File: src/rtl/sfu_pkg.sv
// Shared types and sizing for the special-function partial-sum accumulator stage.
package sfu_pkg;
    localparam int COL     = 8;
    localparam int PSUM_BW = 16;
    localparam int DEPTH   = 16;
    localparam int IDX_W   = $clog2(DEPTH);
    localparam int NPASS_W = 4;
    // Read counter must hold the largest job: 15 passes of DEPTH words.
    localparam int RD_W    = $clog2(15 * DEPTH + 1);
    localparam int WORD_W  = COL * PSUM_BW;

    typedef enum logic [1:0] {IDLE, RUN, FLUSH} state_t;
    typedef logic signed [PSUM_BW-1:0] lane_t;
endpackage

File: src/rtl/sfu_psum_accum_lane.sv
// One lane: signed saturating accumulate (or overwrite on the first pass) and ReLU.
// Purely combinational; the write and read-out entries are independent.
module sfu_lane
    import sfu_pkg::*;
(
    input  lane_t acc_in,
    input  lane_t data_in,
    input  logic  overwrite,
    input  lane_t relu_in,
    output lane_t sum_out,
    output lane_t relu_out
);
    logic [PSUM_BW:0] wide;

    always_comb begin
        wide    = {acc_in[PSUM_BW-1], acc_in} + {data_in[PSUM_BW-1], data_in};
        sum_out = wide[PSUM_BW-1:0];
        if (overwrite) begin
            sum_out = data_in;
        end else if (wide[PSUM_BW] != wide[PSUM_BW-1]) begin
            // Sign of the extended sum tells which rail was crossed.
            sum_out = wide[PSUM_BW] ? {1'b1, {(PSUM_BW-1){1'b0}}} : {1'b0, {(PSUM_BW-1){1'b1}}};
        end
        relu_out = relu_in[PSUM_BW-1] ? '0 : relu_in;
    end
endmodule

File: src/rtl/sfu_psum_accum.sv
// Drains partial-sum words from the output FIFO, accumulates them per pixel over
// num_pass passes with saturation, then streams ReLU'd pixels, one per cycle.
module sfu_psum_accum
    import sfu_pkg::*;
(
    input  logic               clk,
    input  logic               reset,
    input  logic               start,
    input  logic [NPASS_W-1:0] num_pass,
    input  logic [WORD_W-1:0]  fifo_data,
    input  logic               fifo_empty,
    output logic               fifo_rd,
    output logic               out_valid,
    output logic [IDX_W-1:0]   out_addr,
    output logic [WORD_W-1:0]  out_data,
    output logic               busy,
    output logic               done
);
    localparam logic [IDX_W:0]   FLUSH_END = (IDX_W+1)'(DEPTH);
    localparam logic [IDX_W-1:0] LAST_IDX  = IDX_W'(DEPTH - 1);

    state_t               state_q, state_d;
    logic [NPASS_W-1:0]   num_pass_q, num_pass_d;
    logic [RD_W-1:0]      reads_issued_q, reads_issued_d;
    logic                 rd_d1_q, rd_d1_d;
    logic [IDX_W-1:0]     wr_idx_q, wr_idx_d;
    logic [NPASS_W-1:0]   pass_cnt_q, pass_cnt_d;
    logic [IDX_W:0]       flush_cnt_q, flush_cnt_d;
    logic                 out_valid_q, out_valid_d;
    logic [IDX_W-1:0]     out_addr_q, out_addr_d;
    logic [WORD_W-1:0]    out_data_q, out_data_d;
    logic                 busy_q, busy_d;
    logic                 done_q, done_d;

    logic [WORD_W-1:0]    acc_q [DEPTH];
    logic [WORD_W-1:0]    acc_wr_dat;
    logic [WORD_W-1:0]    relu_dat;
    logic [RD_W-1:0]      reads_total;
    logic                 first_pass;

    assign reads_total = RD_W'(num_pass_q) << IDX_W;
    assign first_pass  = (pass_cnt_q == '0);
    assign fifo_rd     = (state_q == RUN) && !fifo_empty && (reads_issued_q < reads_total);

    for (genvar k = 0; k < COL; k++) begin : g_lane
        sfu_lane u_lane (
            .acc_in   (acc_q[wr_idx_q][k*PSUM_BW +: PSUM_BW]),
            .data_in  (fifo_data[k*PSUM_BW +: PSUM_BW]),
            .overwrite(first_pass),
            .relu_in  (acc_q[flush_cnt_q[IDX_W-1:0]][k*PSUM_BW +: PSUM_BW]),
            .sum_out  (acc_wr_dat[k*PSUM_BW +: PSUM_BW]),
            .relu_out (relu_dat[k*PSUM_BW +: PSUM_BW])
        );
    end

    always_comb begin
        state_d        = state_q;
        num_pass_d     = num_pass_q;
        reads_issued_d = reads_issued_q;
        rd_d1_d        = fifo_rd;
        wr_idx_d       = wr_idx_q;
        pass_cnt_d     = pass_cnt_q;
        flush_cnt_d    = flush_cnt_q;
        out_valid_d    = 1'b0;
        out_addr_d     = out_addr_q;
        out_data_d     = out_data_q;
        busy_d         = busy_q;
        done_d         = 1'b0;
        case (state_q)
            IDLE: begin
                // done_q blocks a start that lands on the completion cycle.
                if (start && !done_q) begin
                    state_d        = RUN;
                    num_pass_d     = (num_pass == '0) ? NPASS_W'(1) : num_pass;
                    reads_issued_d = '0;
                    wr_idx_d       = '0;
                    pass_cnt_d     = '0;
                    flush_cnt_d    = '0;
                    busy_d         = 1'b1;
                end
            end
            RUN: begin
                if (fifo_rd) begin
                    reads_issued_d = reads_issued_q + RD_W'(1);
                end
                if (rd_d1_q) begin
                    wr_idx_d = wr_idx_q + IDX_W'(1);
                    if (wr_idx_q == LAST_IDX) begin
                        pass_cnt_d = pass_cnt_q + NPASS_W'(1);
                        if (pass_cnt_q == num_pass_q - NPASS_W'(1)) begin
                            state_d = FLUSH;
                        end
                    end
                end
            end
            FLUSH: begin
                if (flush_cnt_q < FLUSH_END) begin
                    out_valid_d = 1'b1;
                    out_addr_d  = flush_cnt_q[IDX_W-1:0];
                    out_data_d  = relu_dat;
                    flush_cnt_d = flush_cnt_q + (IDX_W+1)'(1);
                end else begin
                    state_d = IDLE;
                    busy_d  = 1'b0;
                    done_d  = 1'b1;
                end
            end
            default: state_d = IDLE;
        endcase
    end

    always_ff @(posedge clk or negedge reset) begin
        if (!reset) begin
            state_q        <= IDLE;
            num_pass_q     <= '0;
            reads_issued_q <= '0;
            rd_d1_q        <= 1'b0;
            wr_idx_q       <= '0;
            pass_cnt_q     <= '0;
            flush_cnt_q    <= '0;
            out_valid_q    <= 1'b0;
            out_addr_q     <= '0;
            out_data_q     <= '0;
            busy_q         <= 1'b0;
            done_q         <= 1'b0;
        end else begin
            state_q        <= state_d;
            num_pass_q     <= num_pass_d;
            reads_issued_q <= reads_issued_d;
            rd_d1_q        <= rd_d1_d;
            wr_idx_q       <= wr_idx_d;
            pass_cnt_q     <= pass_cnt_d;
            flush_cnt_q    <= flush_cnt_d;
            out_valid_q    <= out_valid_d;
            out_addr_q     <= out_addr_d;
            out_data_q     <= out_data_d;
            busy_q         <= busy_d;
            done_q         <= done_d;
        end
    end

    // Accumulator contents need no reset: pass 0 overwrites every entry.
    always_ff @(posedge clk) begin
        if (rd_d1_q) begin
            acc_q[wr_idx_q] <= acc_wr_dat;
        end
    end

    assign out_valid = out_valid_q;
    assign out_addr  = out_addr_q;
    assign out_data  = out_data_q;
    assign busy      = busy_q;
    assign done      = done_q;
endmodule

File: config.mk
export PLATFORM = sky130hd
export DESIGN_NAME = sfu_psum_accum
export DESIGN_NICKNAME = d
export VERILOG_FILES = /design/src/rtl/sfu_pkg.sv /design/src/rtl/sfu_psum_accum_lane.sv /design/src/rtl/sfu_psum_accum.sv
export SDC_FILE = /design/constraint.sdc
export NUM_CORES = 2
export LEC_CHECK = 0
export ABC_CLOCK_PERIOD_IN_PS = 6790
export BUFFER_PORTS_ARGS = -buffer_cell sky130_fd_sc_hd__buf_2
export CORE_ASPECT_RATIO = 1.1
export CORE_MARGIN = 8
export CORE_UTILIZATION = 55
export DETAILED_ROUTE_END_ITERATION = 8
export GPL_TIMING_DRIVEN = 0
export PLACE_DENSITY = 0.72
export SYNTH_ARGS = -nofsm -noshare
export SYNTH_HDL_FRONTEND = slang
export SYNTH_HIERARCHICAL = 1
export SYNTH_SLANG_ARGS = --single-unit
export TNS_END_PERCENT = 100
File: constraint.sdc
create_clock -name clk -period 6.79 [get_ports clk]
set_input_delay 1.358 -clock clk [delete_from_list [all_inputs] [get_ports clk]]
set_output_delay 1.358 -clock clk [all_outputs]
set_load 0.02 [all_outputs]
# Yosys cells after proc, flatten, opt, wreduce, memory -nomap -nowiden
# Memories as Yosys holds them, arrays and structs flattened.
# Index checks and enable logic that the tools add are counted.
dict set report classes {
  reduce_logical 18
  add_sub_neg 13
  n_div 0
  n_mux 60
  eq_ne 19
  n_mul 0
  bitwise_logic 0
  shift 0
  magnitude_cmp 2
}
# op n
set op_table {}
lappend op_table {{16-bit 2-to-1 mux} 24}
lappend op_table {{16-bit by 16-bit adder with 17-bit output} 8}
lappend op_table {{15-bit 2-to-1 mux} 8}
lappend op_table {{4-bit 2-to-1 mux} 5}
lappend op_table {{8-bit 2-to-1 mux} 2}
lappend op_table {{4-bit case mux with 2 select lines} 2}
lappend op_table {{8-bit case mux with 2 select lines} 1}
lappend op_table {{3-bit AND reduction} 4}
lappend op_table {{2-bit 2-to-1 mux} 5}
lappend op_table {{5-bit 2-to-1 mux} 2}
lappend op_table {{2-bit inequality test, second input constant} 5}
lappend op_table {{5-bit case mux with 2 select lines} 1}
lappend op_table {{4-bit by 1-bit adder with 4-bit output, second input constant} 2}
lappend op_table {{8-bit by 1-bit adder with 8-bit output, second input constant} 1}
lappend op_table {{4-bit logical NOT} 2}
lappend op_table {{8-bit less-than comparator} 1}
lappend op_table {{1-bit 2-to-1 mux} 8}
lappend op_table {{1-bit inequality test} 8}
lappend op_table {{2-bit case mux with 3 select lines} 1}
lappend op_table {{5-bit by 1-bit adder with 5-bit output, second input constant} 1}
lappend op_table {{5-bit less-than comparator, second input constant} 1}
lappend op_table {{5-bit AND reduction} 1}
lappend op_table {{4-bit == test} 1}
lappend op_table {{4-bit == test, second input constant} 1}
lappend op_table {{other kinds (11)} 17}
dict set report totals {
  ram_bits 2048
  latch_bits 0
  memories 1
  input_bits 136
  out_inout_bits 136
  wordCells 125
  mem_bits_ro 0
  reg_bits 163
}
# name words width rd rd_ports_with_merged_regs wr line_no
set memory_table {}
lappend memory_table {acc_q 16 128 2 0 1 sfu_psum_accum.sv:35} ;# logic [WORD_W-1:0] acc_q [DEPTH];

# Depth between registers and ports, before layout
dict set report logic_depth {
  depth_word 6
  mapped_depth 17
  ltp_nobuf 13
}

# Modules after synthesis
# Netlist, hierarchy kept.
# mod n_inst cells_each area_per_inst_um2
set modules_own_cells {}
lappend modules_own_cells {sfu_psum_accum 1 4937 97713.7}
lappend modules_own_cells {{sfu_lane at g_lane[1].u_lane ...} 4 183 1368.8}
lappend modules_own_cells {{sfu_lane at g_lane[6].u_lane ...} 2 185 1239.9}
lappend modules_own_cells {{sfu_lane at g_lane[5].u_lane} 1 181 1292.5}
lappend modules_own_cells {{sfu_lane at g_lane[0].u_lane} 1 174 1280.0}

# Least setup slack after synthesis
# No wires, ideal clock.
dict set report synth_path {
  path_kind {reg-to-reg}
  start {register wr_idx_q[0]}
  end {memory acc_q[10][0] in the netlist's numbering, enable pin}
  stages_incl_launch_ff 7
  arrival_time_ns 4.212
  path_slack_ns 2.075
  period_less_slack_ns 4.715
  path_cell_list {dfrtp_1 buf_2 buf_4 buf_2 inv_1 ha_1 and3_1}
}
# element line_no
set synth_lines {}
lappend synth_lines {{start, declared} sfu_psum_accum.sv:26} ;# logic [IDX_W-1:0] wr_idx_q, wr_idx_d;
lappend synth_lines {{start signal, assigned} sfu_psum_accum.sv:131} ;# wr_idx_q <= wr_idx_d;
lappend synth_lines {{end, declared} sfu_psum_accum.sv:35}
# No word-level cell before the write port.

# Worst setup path after layout
dict set report layout_path {
  start {register wr_idx_q[1]}
  end {memory acc_q[0][79] in the netlist's numbering, data pin}
}
dict set report layout_between {
  elab_chain_len 5
}
# element line_no
set layout_lines {}
lappend layout_lines {{memory 16 x 128 bit (*)} --}
lappend layout_lines {{16-bit by 16-bit adder with 17-bit output (*)} sfu_psum_accum_lane.sv:16} ;# wide = {acc_in[PSUM_BW-1], acc_in} + {data_in[PSUM_BW-1], data_in};
lappend layout_lines {{16-bit 2-to-1 mux or 1-bit inequality test (tied branches)} {sfu_psum_accum_lane.sv:22, sfu_psum_accum_lane.sv:20}}
lappend layout_lines {{16-bit 2-to-1 mux (*)} sfu_psum_accum_lane.sv:20} ;# end else if (wide[PSUM_BW] != wide[PSUM_BW-1]) begin
lappend layout_lines {{16-bit 2-to-1 mux (*)} sfu_psum_accum_lane.sv:18} ;# if (overwrite) begin
lappend layout_lines {{named net acc_wr_dat[79]} sfu_psum_accum.sv:36} ;# logic [WORD_W-1:0] acc_wr_dat;
# The timed path passes the listed nets; every way through them passes the cells marked *.

==> flow_summary.ini <==
[pwr]
irDropWorstVdd_mv = 0.566
swShare_pct = 39.4
switchingPower_w = 0.0259
power.share.sequential_pct = 33.7
p_total_w = 0.0657
powerDensity_nw_per_um2 = 539
power.share.clock_pct = 19.3
p_int_w = 0.0398
p_leak_nw = 41.6
combPwrFrac_pct = 46.9

[run_status]
violations = max-capacitance violations, max-slew violations
outcome = finished with violations

[die]
row_count = 170
start_util_pct = 55.4
die_w_um = 439
dieArea_um2 = 211000
ios = 272
die_y_um = 481
coreArea_um2 = 195000

[sta]
worst_clock_skew_ns = 0.0298
worst_pin_slew_ns = 1.65
finalCritPeriodShare_pct = 98.1
setup_viol = 0
setup_tns_ns = 0
hold_viol = 0
relSlewSlack_pct = -9.78
fmax_mhz = 150
holdWs_ns = 0.466
finalMaxSlewViolations = 44
final.min_clock_period_ns = 6.66

[synthesis]
netlist_area_um2 = 108000
ys_async_sr_fraction_pct = 7.37
ys_seq_area_share_pct = 60.6
synth_enable_flop_cells = 2048
yosys.cell_types.count = 99
syn-mean-instance-area_um2 = 16.9
synthCells = 6394
synthesis.nets = 6678
synth_seq_cells = 2211
ys_warn_count = 6
ys.flop_type = edfxtp_1

[worst_hold_path]
min_path_type = register to register

[final_layout]
n_fill_cell = 13792
register_area_um2 = 65600
finalInstanceArea_um2 = 122000
multi_input_area_um2 = 40200
area_growth_pct = 12.7
nets = 7234
drive_gt1_share_pct = 29.9
mostFrequentLayoutCell = edfxtp_1
final_cell_mix = 2048 x edfxtp_1, 1024 x mux4_2, 804 x nand2_1, 514 x a22oi_1, 390 x buf_2

[clocking]
cts_root_buffer = clkbuf_16
cts.sinks = 2211
worstSkewPairLatency_ns = 0.89
path_clk_slew_ns = 0.06
htree_levels = 4
numCtsBuffers = 217
cts_tree = done
cts_max_path_buffers = 3

[placement]
io_buffers = 271
placed_area_um2 = 114000
place.gp.congestion = 0.880
place_hpwl_um = 213000

[drt]
routed_wl_um = 336000
detail-route-antenna-nets = 0
wire_per_inst_um = 34.5
drtPass1Iterations = 8
drt-initial-drc-count = 10257
drc = 0
avgViaCountPerCell = 7.11
vias = 69217

[critical_path]
crit_fanout = 16
path_cells = buf_2, buf_2, clkbuf_1, mux4_2, a22oi_1, nand2_1, ha_1, inv_1, fa_1, nand2b_1, a21oi_1, o41ai_2, a21o_2, a21oi_2, buf_6, mux2i_1
crit_required_ns = 7.26
r2r_slack_ns = 0.13
crit_top_cell = buf_2
crit_path_end_kind = register
critical_path_arrival_ns = 7.13
max_stage_delay_ns = 1.02
path_class = register to register
critPathSlowestCell = mux2i_1
cp-start-kind = register

[global_routing]
antenna_found_initial = 18
grt_use_total_pct = 31.3
grt-ovfl-total = 0
grt_pass1_wl_um = 480000
grt_pass1_vias = 69283
grt_max_degree = 94

[run]
maxCapViolCount = 4
## timing repair
action                                  4_1_cts  5_1_grt
hold endpoints to repair                      0        0
buffers inserted                              0        0
gates resized for setup                       3       27
endpoints found under the setup margin      285      384
hold buffers                                  0        0
## cell usage after synthesis (11+ instances only)
| library cell | count | area share, % |
|---|---|---|
| and2_1 | 17 | 0.098 |
| mux4_2 | 1024 | 21 |
| xnor2_1 | 58 | 0.47 |
| and3_1 | 20 | 0.12 |
| edfxtp_1 | 2048 | 57 |
| a211oi_1 | 18 | 0.12 |
| nand2b_1 | 31 | 0.18 |
| a21o_1 | 29 | 0.20 |
| a22oi_1 | 516 | 3.6 |
| o211ai_1 | 29 | 0.20 |
| nand2_1 | 804 | 2.8 |
| o311ai_0 | 12 | 0.097 |
| mux2_2 | 13 | 0.14 |
| ha_1 | 140 | 1.6 |
| nor3_1 | 47 | 0.22 |
| inv_1 | 74 | 0.26 |
| o21bai_1 | 11 | 0.076 |
| a21oi_1 | 167 | 0.77 |
| clkbuf_1 | 214 | 0.74 |
| buf_6 | 31 | 0.32 |
| nor2_1 | 67 | 0.23 |
| buf_1 | 29 | 0.10 |
| a21oi_2 | 28 | 0.23 |
| nand3_1 | 42 | 0.19 |
| buf_4 | 41 | 0.28 |
| o21ai_0 | 75 | 0.35 |
| buf_2 | 119 | 0.55 |
| o31ai_1 | 21 | 0.15 |
| nor2b_1 | 183 | 1.1 |
| o21ai_1 | 15 | 0.069 |
| xor2_1 | 26 | 0.21 |
| dfrtp_1 | 163 | 3.8 |
| o21ai_2 | 42 | 0.34 |
## worst max-delay path: cells and delay by family (launching register included)
family | cells | cell delay, ns
flops | 1 | 0.45
simple gates | 2 | 0.42
mux | 2 | 1.44
buf+inv | 5 | 2.19
compound gates | 5 | 1.18
fa+ha+maj | 2 | 0.52
## routing by layer
| layer | share of wire, % | track usage [%] | up-vias |
|---|---|---|---|
| li1 | - | - | 27537 |
| met1 | 35 | 41.8 | 35425 |
| met2 | 46 | 48.2 | 5266 |
| met3 | 13 | 8.70 | 977 |
| met4 | 5.4 | 14.9 | 12 |
| met5 | 0.026 | 0 | - |
## layout make-up
cell class | instances | share of cell area (%)
flip-flops and latches | 2211 | 53.7
multi-input cells | 3660 | 33.0
clock buffers | 282 | 4.89
well taps | 2580 | 2.65
repair buffers | 337 | 2.30
plain buffers | 447 | 1.93
clock inverters | 128 | 1.24
inverters | 76 | 0.240
diodes | 16 | 0.0328
## worst paths after layout
kind | start | cells after the start | endpoint
setup / recovery | wr_idx_q[1] | 16 | acc_q[0][79]
hold reg to reg | out_data[13] | 2 | out_data[13]
max in group asynchronous | reset | 2 | out_data[68]
min in group asynchronous | reset | 1 | out_data[19]
hold / removal | out_data[13] | 2 | out_data[13]
setup reg to reg | wr_idx_q[1] | 16 | acc_q[0][79]
## power by group through the flow
stage / logic, W / clock network [W] / registers, W
6_report: 0.0309 / 0.0127 / 0.0222
5_1_grt: 0.0328 / 0.0132 / 0.0223
4_1_cts: 0.0301 / 0.0127 / 0.0222
3_5_place_dp: 0.0300 / 0 / 0.0224
3_3_place_gp: 0.0287 / 0 / 0.0227
2_1_floorplan: 0.0207 / 0 / 0.0223
## through the flow
| stage | worst slack [ns] | instances | utilization (%) |
|---|---|---|---|
| finish | 0.130 | 9737 | 62.5 |
| global route | -0.00603 | 9722 | 62.5 |
| CTS | 0.0591 | 9718 | 62.4 |
| detailed placement | -0.363 | 9308 | 58.6 |
| global placement | -3.49 | 9245 | 57.8 |
| floorplan | 2.07 | 6394 | - |
## flip-flops by register name, indices dropped and copies added (netlist names), 2 cells and up
| signal | cells |
|---|---|
| out_data | 128 |
| wr_idx_q | 4 |
| reads_issued_q | 8 |
| pass_cnt_q | 4 |
| acc_q | 2048 |
| out_addr | 4 |
| flush_cnt_q | 5 |
| num_pass_q | 4 |
| state_q | 2 |
## kinds of logic (layout without fill, tap and decap cells)
family	after synthesis	after routing	share of synthesized area (%)
XOR/XNOR	89	89	0.796
multiplexers	1044	1044	21.5
flip-flops	2211	2211	60.6
AND/OR/NAND/NOR	1287	1287	5.42
buffers and inverters	523	1270	2.43
other	8	24	0.0277
adder cells (fa/ha/maj)	150	150	1.79
AO/OA/AOI/OAI	1082	1082	7.44
Power figures use the tool's default switching activity.
